**src/rtl/if_fetch_pkg.sv**
```systemverilog
// if_fetch_pkg: shared constants and state encodings for the instruction fetch unit.
package if_fetch_pkg;
   localparam logic Enable = 1'b1;
   localparam logic Disable = 1'b0;
   localparam int AddrBus = 32;
   localparam int InstBus = 32;
   localparam int ByteBus = 8;
   localparam logic [31:0] ZeroWord = 32'h0;
   localparam logic [2:0] BytesPerInst = 3'd4;
   localparam logic [1:0] IF_IDLE = 2'd0;
   localparam logic [1:0] IF_FETCH = 2'd1;
   localparam logic [1:0] IF_OUT = 2'd2;
endpackage

```
**src/rtl/if_fetch.sv**
```systemverilog
// if_fetch: byte-serial instruction fetch with valid/stall handoff to decode.
module if_fetch
   import if_fetch_pkg::*;
#(
   parameter int ADDR_W = AddrBus,
   parameter int INST_W = InstBus
) (
   input  logic               clk,
   input  logic               rst,
   input  logic               rdy,
   input  logic [ADDR_W-1:0]  pc_i,
   input  logic               jump_enable,
   input  logic               mem_gnt,
   input  logic [ByteBus-1:0] mem_din,
   output logic               mem_rd,
   output logic [ADDR_W-1:0]  mem_a,
   input  logic               id_stall,
   output logic               inst_valid,
   output logic [INST_W-1:0]  inst_o,
   output logic [ADDR_W-1:0]  inst_pc_o,
   output logic               stall_req
);
   logic [1:0] state;
   logic [ADDR_W-1:0] fetch_pc;
   logic [2:0] issue_cnt, recv_cnt, recv_next;
   logic pending, accept;
   always_comb begin
      mem_rd = rdy && state == IF_FETCH && issue_cnt < BytesPerInst;
      mem_a = mem_rd ? fetch_pc + ADDR_W'(issue_cnt) : ADDR_W'(ZeroWord);
      accept = mem_rd && mem_gnt;
      recv_next = recv_cnt + {2'b00, pending};
      inst_valid = state == IF_OUT;
      stall_req = !(inst_valid && !id_stall);
   end
   // a byte granted last cycle lands even while frozen, so capture ignores rdy
   always_ff @(posedge clk or negedge rst) begin
      if (!rst) begin
         state <= IF_IDLE;
         fetch_pc <= '0;
         issue_cnt <= '0;
         recv_cnt <= '0;
         pending <= Disable;
         inst_o <= '0;
         inst_pc_o <= '0;
      end else if (jump_enable) begin
         state <= IF_IDLE;
         issue_cnt <= '0;
         recv_cnt <= '0;
         pending <= Disable;
      end else begin
         pending <= accept;
         if (pending) begin
            inst_o[{recv_cnt[1:0], 3'b000} +: ByteBus] <= mem_din;
            recv_cnt <= recv_next;
         end
         if (rdy) begin
            if (state == IF_IDLE) begin
               fetch_pc <= pc_i;
               issue_cnt <= '0;
               recv_cnt <= '0;
               state <= IF_FETCH;
            end else if (state == IF_FETCH) begin
               if (accept) issue_cnt <= issue_cnt + 3'd1;
               if (recv_next == BytesPerInst) begin
                  inst_pc_o <= fetch_pc;
                  state <= IF_OUT;
               end
            end else if (state != IF_OUT || !id_stall) begin
               state <= IF_IDLE;
            end
         end
      end
   end
endmodule
```
**config.mk**
```make
export PLATFORM = sky130hd
export DESIGN_NAME = if_fetch
export DESIGN_NICKNAME = d
export VERILOG_FILES = /design/src/rtl/if_fetch_pkg.sv /design/src/rtl/if_fetch.sv
export SDC_FILE = /design/constraint.sdc
export NUM_CORES = 1
export LEC_CHECK = 0
export BUFFER_PORTS_ARGS = -buffer_cell sky130_fd_sc_hd__buf_4
export CAP_MARGIN = 20
export CORE_AREA = 2 2 115 117
export DETAILED_ROUTE_END_ITERATION = 7
export DIE_AREA = 0 0 117 119
export GPL_TIMING_DRIVEN = 0
export PLACE_DENSITY_LB_ADDON = 0.15
export SYNTH_ARGS = -nofsm -noshare
export SYNTH_HDL_FRONTEND = slang
export SYNTH_SLANG_ARGS = --single-unit
```
**constraint.sdc**
```tcl
create_clock -name clk -period 2.1 [get_ports clk]
set_input_delay 0.105 -clock clk [delete_from_list [all_inputs] [get_ports clk]]
set_output_delay 0.105 -clock clk [all_outputs]
set_load 0.02 [all_outputs]
```
==> flow_summary.json, run 1 <==
{
  "crit_path_end_kind": "output port",
  "wl_um": 14300,
  "holdPathEnd": "pending",
  "drc_errors": 0,
  "async_flop_share_pct": 100,
  "hold_viol_final": 0,
  "ant_nets": 0,
  "overflow": 0,
  "path_max_fanout": 7,
  "ys_ff_latch": 105,
  "r2r_start": "state[0]",
  "grt_use_total_pct": 20.9,
  "synthCells": 426,
  "first_pass_iters": 4,
  "cp.arrival_ns": 2.56,
  "htreeDepth": 3,
  "status": "finished with violations",
  "reg2reg_slack_ns": -0.19,
  "crit_chain": "ha_4 > fa_2 > a21oi_4 > or4_4 > or4_4 > a21oi_4 > buf_6",
  "place.gp.congestion": 0.825,
  "drtIter0Drc": 175,
  "synth_fp_nets": 484,
  "numCtsBuffers": 9,
  "initial_core_util_pct": 38.8,
  "setup_violations": 47,
  "critPathLaunchType": "flop",
  "grt_pass1_wl_um": 22500,
  "tns_ns": -12.19,
  "synth_ff_type": "dfrtp_1",
  "dieHeight_um": 119,
  "diodes": 0,
  "via_per_inst": 5.20,
  "worstMarginPinSlew_ns": 0.866,
  "min-delay-start": "mem_gnt",
  "relSlewSlack_pct": 41.9,
  "cpPeakStageDelay_ns": 0.52,
  "fmax_mhz": 375,
  "die-area_um2": 13900,
  "io_pins": 145,
  "r2r_cells": 4,
  "skew_ns": 0.00579,
  "finalWorstSetupSlack_ns": -0.568,
  "drive_gt1_share_pct": 51.1,
  "syn_area_um2": 5000,
  "cts_tree": "built",
  "crit_required_ns": 2.00,
  "nets": 716,
  "cts-root-buf": "clkbuf_16",
  "clk_pin_slew_ns": 0.07,
  "maxSlewViolCount": 0,
  "clockBufferDepth": 2,
  "avgSynthCellArea_um2": 11.7,
  "slowest_stage": "or4_4",
  "path_class": "flop to output port",
  "core.rowCount": 42,
  "post_drt_wl_per_cell_um": 17.1,
  "first_global_vias": 4297,
  "dpl.hpwl_um": 9500,
  "r2r_end": "fetch_pc[17]",
  "hold_slack_ns": 0.0286,
  "ys_types": 46,
  "irDropWorstVdd_uv": 564,
  "finalCritPeriodShare_pct": 127,
  "core_um2": 12900,
  "die_w_um": 117,
  "synth-edff-count": 0,
  "grt_antenna_before_repair": 0,
  "hold_class": "input port to flop",
  "cts_sinks": 105,
  "grt_max_degree": 66,
  "power_density_nw_per_um2": 619,
  "finalCriticalPeriod_ns": 2.67,
  "yosys_warnings": 0,
  "insertion_delay_ns": 0.35,
  "syn2layout_area_growth_pct": 61.2,
  "rsz0062_at_grt": "yes",
  "violations": "setup timing",
  "power.leakage_nw": 3.67,
  "holdPathStages": 3,
  "route.vias.total": 4359,
  "io_buffers": 143,
  "yosysSeqAreaShare_pct": 52.6,
  "cap_violations": 0
}
## routing by layer
layer	wire length, um	GRT usage (%)	share of wire [%]	up-vias
met2	7150	33.7	50	96
met3	605	4.99	4.2	13
met1	6400	28.4	45	2223
li1	-	-	-	2027
met5	0	0	0	-
met4	170	5.07	1.2	0
## logic make-up (layout without fill, tap and decap cells)
family,after synthesis,count (layout),share of synthesized area (%)
XOR/XNOR,15,15,2.63
buffers and inverters,30,266,2.65
flip-flops,105,105,52.6
adder cells (fa/ha/maj),12,12,3.15
AND/OR/NAND/NOR,118,118,13.3
multiplexers,62,62,13.9
AO/OA/AOI/OAI,84,84,11.7
## registers in the layout (all words and copies together), names as in the netlist
name       cells
issue_cnt      3
inst_pc_o     32
inst_o        32
state          2
pending        1
fetch_pc      32
recv_cnt       3
## cell usage after synthesis (2+ instances only)
cell type	number	area, um^2
nor2b_1	5	31.3
mux2_1	5	56.3
dfrtp_1	105	2630
nor4_1	3	18.8
or4_1	9	67.6
nor3_1	3	15.0
mux2i_1	2	20.0
nor3b_1	2	15.0
mux2_2	55	619
nand3_1	11	55.1
o31ai_1	8	60.1
xnor2_1	13	114
nand2_1	27	101
or3_1	10	62.6
nor2_1	23	86.3
clkbuf_1	8	30.0
o21ai_0	14	70.1
and2_1	3	18.8
nand2b_1	3	18.8
inv_1	10	37.5
xor2_1	2	17.5
nand4b_1	2	17.5
a21oi_1	22	110
and4_1	4	35.0
buf_2	9	45.0
nor4_2	3	37.5
nand4_1	5	31.3
ha_1	11	138
a22o_1	32	280
## through the flow
stage               power [mW]  utilization [%]  instance area (um^2)  instances  worst slack (ns)
floorplan                 2.82                -                  5230        426           -0.0574
global placement          3.14             50.6                  6520        745            -0.389
detailed placement        3.16             50.8                  6540        746            -0.441
CTS                       5.01             61.0                  7850        826            -0.566
global route              5.23             62.6                  8060        838            -0.660
finish                    4.99             62.6                  8060        838            -0.568
## worst max-delay path, delay by kind of cell (launching register included)
kind | cells | cell delay, ns
DFF | 1 | 0.41
and+or+nand+nor | 2 | 1.02
adders and majority gates | 2 | 0.41
buffers and inverters | 1 | 0.14
AOI/OAI and AO/OA | 2 | 0.23
## cell usage in the layout, fill, tap and decap left out, types with 4 or more instances in the layout
cell type / count
xnor2_1: 13
nor2b_1: 5
ha_1: 6
ha_4: 5
mux2_2: 55
a21oi_1: 7
o31ai_4: 5
nand4_1: 5
nor2_1: 22
inv_1: 10
nand2_1: 26
and4_1: 4
buf_4: 154
buf_2: 6
dfrtp_2: 8
a21oi_4: 14
o21ai_0: 11
or4_4: 8
a22o_1: 32
dfrtp_1: 97
buf_6: 24
clkbuf_16: 11
dlygate4sd3_1: 41
clkbuf_1: 4
nand3_1: 9
or3_4: 9
nor4_4: 4
## worst max-delay path by stage
stage          slack (ns)    startpoint   endpoint
6_report            -0.57  issue_cnt[0]  mem_a[28]
5_1_grt             -0.66  issue_cnt[0]  mem_a[28]
4_1_cts             -0.57  issue_cnt[0]  mem_a[28]
3_5_place_dp        -0.44      state[1]  mem_a[11]
3_3_place_gp        -0.39      state[1]   mem_a[7]
2_1_floorplan       -0.06  issue_cnt[0]  mem_a[20]
## power by group
group / internal, mW / switching [mW] / leakage [nW]
registers: 2.18 / 0.215 / 1.38
clock network: 0.921 / 0.752 / 0.134
logic: 0.477 / 0.446 / 2.16
total: 3.57 / 1.41 / 3.67
## layout make-up
type                    instances  area [um^2]
inverters                      10         37.5
clock inverters                 6         70.1
multi-input cells             291         2740
well taps                     176          220
plain buffers                  18          174
fillers                      1043         4820
clock buffers                   9          225
flip-flops and latches        105         2640
repair buffers                223         1950
## what timing repair did
item,CTS,global route
endpoints found under the setup margin,110,117
buffers inserted,22,12
endpoints found under the hold margin,120,0
pin swaps,18,17
gates resized for setup,77,30
hold buffers,41,0
gates cloned,4,1
(Power assumes the default switching activity.)
==> run 2, diff against run 1 <==
- CORE_AREA: 2 2 115 117 -> 3 3 116 118
- DIE_AREA: 0 0 117 119 -> 0 0 119 121
- SLEW_MARGIN: not set -> 25
- clock period: 2.1 -> 2.9 ns (I/O delays scaled with it)
==> run 2 against run 1 <==
Against the previous run: the flow now finishes without violations; via count fell by 9.3%; worst hold slack got worse by 0.023 ns; die area grew 3.4%; register-to-register slack better by 0.56 ns; utilization shrank 9.4 points; sequential power decreased by 28%; count of clock-buffer cells in the layout unchanged; final area shrank 17%; non-clock buffer count fell by 74; highest routed layer unchanged.
==> flow_summary.json, run 2 (synthesized netlist as in run 1, its figures left out) <==
{
  "hold_viol_final": 0,
  "relSlewSlack_pct": 38.2,
  "finalCritPeriodShare_pct": 95.8,
  "status": "finished clean",
  "die-area_um2": 14400,
  "dp_cells": 741,
  "syn2layout_area_growth_pct": 33.8,
  "setup_violations": 0,
  "layout_commonest_cell": "buf_4",
  "finalCriticalPeriod_ns": 2.78,
  "clockBufferDepth": 2,
  "cts_tree": "built",
  "holdPathStages": 3,
  "via_per_inst": 5.19,
  "rsz0062_at_grt": "no",
  "hold_class": "input port to flop",
  "first_global_vias": 4082,
  "cts-root-buf": "clkbuf_16",
  "route.vias.total": 3952,
  "seqPwrFrac_pct": 49.5,
  "n_fill_cell": 1149,
  "grt_max_degree": 106,
  "insertion_delay_ns": 0.35,
  "drtIter0Drc": 213,
  "dieHeight_um": 121,
  "htreeDepth": 3,
  "post_drt_wl_per_cell_um": 17.2,
  "wl_um": 13100,
  "overflow": 0,
  "drive_gt1_share_pct": 41.1,
  "cap_violations": 0,
  "p_switching_mw": 0.969,
  "power_density_nw_per_um2": 519,
  "cp.arrival_ns": 2.63,
  "dpl.hpwl_um": 9500,
  "irDropWorstVdd_uv": 370,
  "pwr-share-comb_pct": 14.9,
  "worstMarginPinSlew_ns": 0.922,
  "path_class": "flop to output port",
  "fin_area_um2": 6690,
  "ant_nets": 0,
  "place.gp.congestion": 0.790,
  "swShare_pct": 27.9,
  "io_pins": 145,
  "p_int_mw": 2.50,
  "layout_common_cells": "buf_4 (143), dfrtp_1 (105), mux2_2 (55), a22o_1 (32), nand2_1 (27)",
  "p_total_mw": 3.47,
  "core_um2": 12600,
  "diodes": 0,
  "clk_pin_slew_ns": 0.07,
  "skew_ns": 0.00653,
  "reg_top3": "fetch_pc (32), inst_o (32), inst_pc_o (32)",
  "grt_antenna_before_repair": 0,
  "path_max_fanout": 8,
  "fmax_mhz": 360,
  "critPathLaunchType": "flop",
  "crit_required_ns": 2.76,
  "tns_ns": 0,
  "grt_pass1_wl_um": 21400,
  "crit_path_end_kind": "output port",
  "instances_no_fill": 761,
  "place_area_um2": 6290,
  "grt_use_total_pct": 18.9,
  "die_w_um": 119,
  "r2r_cells": 8,
  "power.leakage_nw": 3.15,
  "nets": 642,
  "p_clk_share_pct": 35.6,
  "core.rowCount": 41,
  "drc_errors": 0,
  "first_pass_iters": 4,
  "numCtsBuffers": 9,
  "io_buffers": 143,
  "maxSlewViolCount": 0,
  "cts_sinks": 105,
  "initial_core_util_pct": 39.8
}
-- run 2: cell count changes in the layout (fill, tap and decap cells not counted), sizes merged --
| cell | before | now |
|---|---|---|
| clkbuf | 16 | 19 |
| inv | 10 | 12 |
| dlygate4sd3 | 41 | 3 |
| buf | 193 | 154 |
| clkinvlp | 3 | 2 |
-- run 2: path summary, 6_finish.rpt --
kind                                     from            end  slack (ns)
worst max-delay path              fetch_pc[0]      mem_a[24]        0.12
worst min-delay path                 pc_i[12]   fetch_pc[12]       0.006
worst max register to register    recv_cnt[0]  inst_pc_o[22]        0.37
worst min register to register  inst_pc_o[22]  inst_pc_o[22]        0.49
max in group asynchronous                 rst     inst_o[31]        1.86
min in group asynchronous                 rst      inst_o[8]        0.45
-- run 2: final cells by class --
cell class | instances | area [um^2] | area share (%)
Sequential cell | 105 | 2630 | 39.3
Buffer | 20 | 95.1 | 1.42
Tap cell | 172 | 215 | 3.22
Clock buffer | 9 | 225 | 3.37
Clock inverter | 7 | 76.3 | 1.14
Inverter | 10 | 37.5 | 0.561
Timing Repair Buffer | 147 | 1120 | 16.7
Multi-Input combinational cell | 291 | 2290 | 34.3
-- run 2: power groups by stage --
| stage | Clock [mW] | Combinational [mW] | Sequential, mW |
|---|---|---|---|
| after floorplan | 0 | 0.274 | 1.73 |
| after global placement | 0 | 0.497 | 1.74 |
| after detailed placement | 0 | 0.508 | 1.74 |
| after CTS | 1.27 | 0.519 | 1.72 |
| after global routing | 1.33 | 0.576 | 1.74 |
| final | 1.24 | 0.519 | 1.72 |
-- run 2: layer usage --
layer | GRT usage (%) | part of all wire (%) | up-vias
met4 | 5.50 | 1.8 | 0
met2 | 29.2 | 46 | 112
li1 | - | - | 1881
met5 | 0 | 0 | -
met1 | 25.3 | 46 | 1944
met3 | 6.39 | 6.3 | 15
-- run 2: worst max-delay path: stages, from the launching register on --
cell and delay, ns:
dfrtp_1 0.42, ha_4 0.18, fa_2 0.22, a21oi_2 0.12
or4_4 0.49, or4_1 0.51, a21oi_2 0.18, buf_4 0.16
-- run 2: through the flow --
stage | hold WS (ns) | util, % | worst slack (ns)
after floorplan | -0.151 | - | 0.459
after global placement | 0.357 | 50.0 | 0.321
after detailed placement | 0.343 | 50.1 | 0.264
after CTS | 0.00216 | 52.9 | 0.0405
after global routing | 0.00418 | 53.2 | 0.0170
final | 0.00565 | 53.2 | 0.123
-- run 2: timing repair --
| item | in CTS | in global routing |
|---|---|---|
| hold buffers | 3 | 0 |
| setup endpoints to repair | 10 | 7 |
| pin swaps | 1 | 0 |
| resized for setup | 6 | 5 |
| buffers inserted | 1 | 0 |
| hold endpoints to repair | 107 | 0 |
==> run 3, diff against run 2 <==
- CORE_AREA: 3 3 116 118 -> 3 3 149 93
- DIE_AREA: 0 0 119 121 -> 0 0 152 96
==> run 3 against run 2 <==
Against the previous run: worst hold slack gained 0.0094 ns; combinational power increased by 1%; sequential share of layout area rose by 0.051 points; sequential power hardly changed; register-to-register slack better by 0.07 ns; critical endpoint is now mem_a[28]; final area down 0.13%; worst setup slack worse by 0.037 ns; flip-flop and latch count did not move; via count increased by 2.3%; clock power shrank 3%; global-route usage rose by 0.41 points.
==> flow_summary.json, run 3 (synthesized netlist as in run 1, its figures left out) <==
{
  "crit_start": "fetch_pc[0]",
  "place_area_um2": 6290,
  "drive_gt1_share_pct": 40.4,
  "cpPeakStageDelay_ns": 0.50,
  "crit_chain": "ha_2 > fa_1 > a21oi_4 > or4_4 > or4_1 > a21oi_2 > buf_4",
  "first_global_vias": 4074,
  "min-delay-start": "pc_i[10]",
  "dieHeight_um": 96,
  "io_buffers": 143,
  "layout_common_cells": "buf_4 (143), dfrtp_1 (105), mux2_2 (55), a22o_1 (32), nand2_1 (27)",
  "setup_violations": 0,
  "relSlewSlack_pct": 32.0,
  "cp_top_family": "simple AND/OR/NAND/NOR gates",
  "layout_commonest_cell": "buf_4",
  "tns_ns": 0,
  "ant_nets": 0,
  "clockBufferDepth": 2,
  "cts_sinks": 105,
  "hold_viol_final": 0,
  "first_pass_iters": 4,
  "crit_path_end_kind": "output port",
  "fmax_mhz": 355,
  "reg_top3": "fetch_pc (32), inst_o (32), inst_pc_o (32)",
  "cp.buffers_inverters": 1,
  "clk_pin_slew_ns": 0.08,
  "r2r_start": "recv_cnt[0]",
  "status": "finished clean",
  "route.vias.total": 4042,
  "syn2layout_area_growth_pct": 33.6,
  "cap_violations": 0,
  "place.gp.congestion": 0.814,
  "wl_um": 13800,
  "path_class": "flop to output port",
  "via_per_inst": 5.31,
  "critPathLaunchType": "flop",
  "crit_required_ns": 2.76,
  "fin_area_um2": 6680,
  "power.leakage_nw": 3.17,
  "insertion_delay_ns": 0.35,
  "r2r_cells": 8,
  "numCtsBuffers": 9,
  "path_depth": 7,
  "cp.arrival_ns": 2.67,
  "dpl.hpwl_um": 10300,
  "overflow": 0,
  "worstMarginPinSlew_ns": 1.01,
  "die_w_um": 152,
  "grt_pass1_wl_um": 22000,
  "core_um2": 12700,
  "skew_ns": 0.0122,
  "drc_errors": 0,
  "r2r_end": "inst_pc_o[7]",
  "grt_use_total_pct": 19.3,
  "power_density_nw_per_um2": 517,
  "grt_max_degree": 106,
  "post_drt_wl_per_cell_um": 18.2,
  "diodes": 0,
  "die-area_um2": 14600,
  "hold_class": "input port to flop",
  "reg2reg_slack_ns": 0.44,
  "drtIter0Drc": 249,
  "cts_tree": "built",
  "nets": 644,
  "io_pins": 145,
  "initial_core_util_pct": 39.5,
  "cts-root-buf": "clkbuf_16",
  "path_max_fanout": 8,
  "maxSlewViolCount": 0,
  "irDropWorstVdd_uv": 253,
  "finalCriticalPeriod_ns": 2.81,
  "grt_antenna_before_repair": 0,
  "crit_path_end": "mem_a[28]",
  "htreeDepth": 3,
  "core.rowCount": 32,
  "slowest_stage": "or4_1",
  "p_total_mw": 3.45,
  "finalCritPeriodShare_pct": 97.1
}
[run 3: cell count changes in the layout (fill, tap and decap cells not counted), sizes merged]
cell / previous run / this run
clkinvlp: 2 / 0
clkbuf: 19 / 20
bufinv: 1 / 0
dlygate4sd3: 3 / 5
inv: 12 / 14
[run 3: final cells by class]
type,instances,area [um^2]
clock buffer,10,239
sequential,105,2630
multi-input combinational,291,2280
inverter,10,37.5
buffer,20,95.1
timing repair buffer,149,1140
tap,170,213
clock inverter,6,47.5
fill,1174,5970
[run 3: per-layer routing]
metal	global-route usage [%]	part of all wire, %	vias to the layer above
met5	0	0	-
met4	4.86	1.4	0
met3	6.29	7.0	18
met2	28.0	43	111
met1	27.9	49	2026
li1	-	-	1887
[run 3: worst min path at each step]
| stage | to | cells after the start |
|---|---|---|
| detailed placement | inst_pc_o[23] | 1 |
| global placement | fetch_pc[21] | 3 |
| finish | fetch_pc[10] | 2 |
| CTS | fetch_pc[1] | 2 |
| floorplan | fetch_pc[0] | 0 |
| global route | fetch_pc[18] | 2 |
[run 3: metrics by stage]
step | utilization (%) | setup WS [ns] | hold WS, ns | cells
6_report | 52.8 | 0.0855 | 0.0151 | 761
5_1_grt | 52.8 | -0.000224 | 0.0115 | 761
4_1_cts | 52.6 | 0.0641 | 0.00683 | 761
3_5_place_dp | 49.7 | 0.255 | 0.334 | 739
3_3_place_gp | 49.7 | 0.297 | 0.355 | 739
2_1_floorplan | - | 0.459 | -0.151 | 426
[run 3: what timing repair did]
| action | in CTS | in global routing |
|---|---|---|
| hold buffers | 5 | 0 |
| pin swaps | 1 | 0 |
| buffers inserted | 1 | 0 |
| hold endpoints to repair | 109 | 0 |
| gates resized for setup | 4 | 2 |
| endpoints found under the setup margin | 12 | 6 |
[run 3: report_power, final]
part | internal (mW) | switching [mW]
Sequential | 1.57 | 0.154
Combinational | 0.258 | 0.267
Clock | 0.620 | 0.584
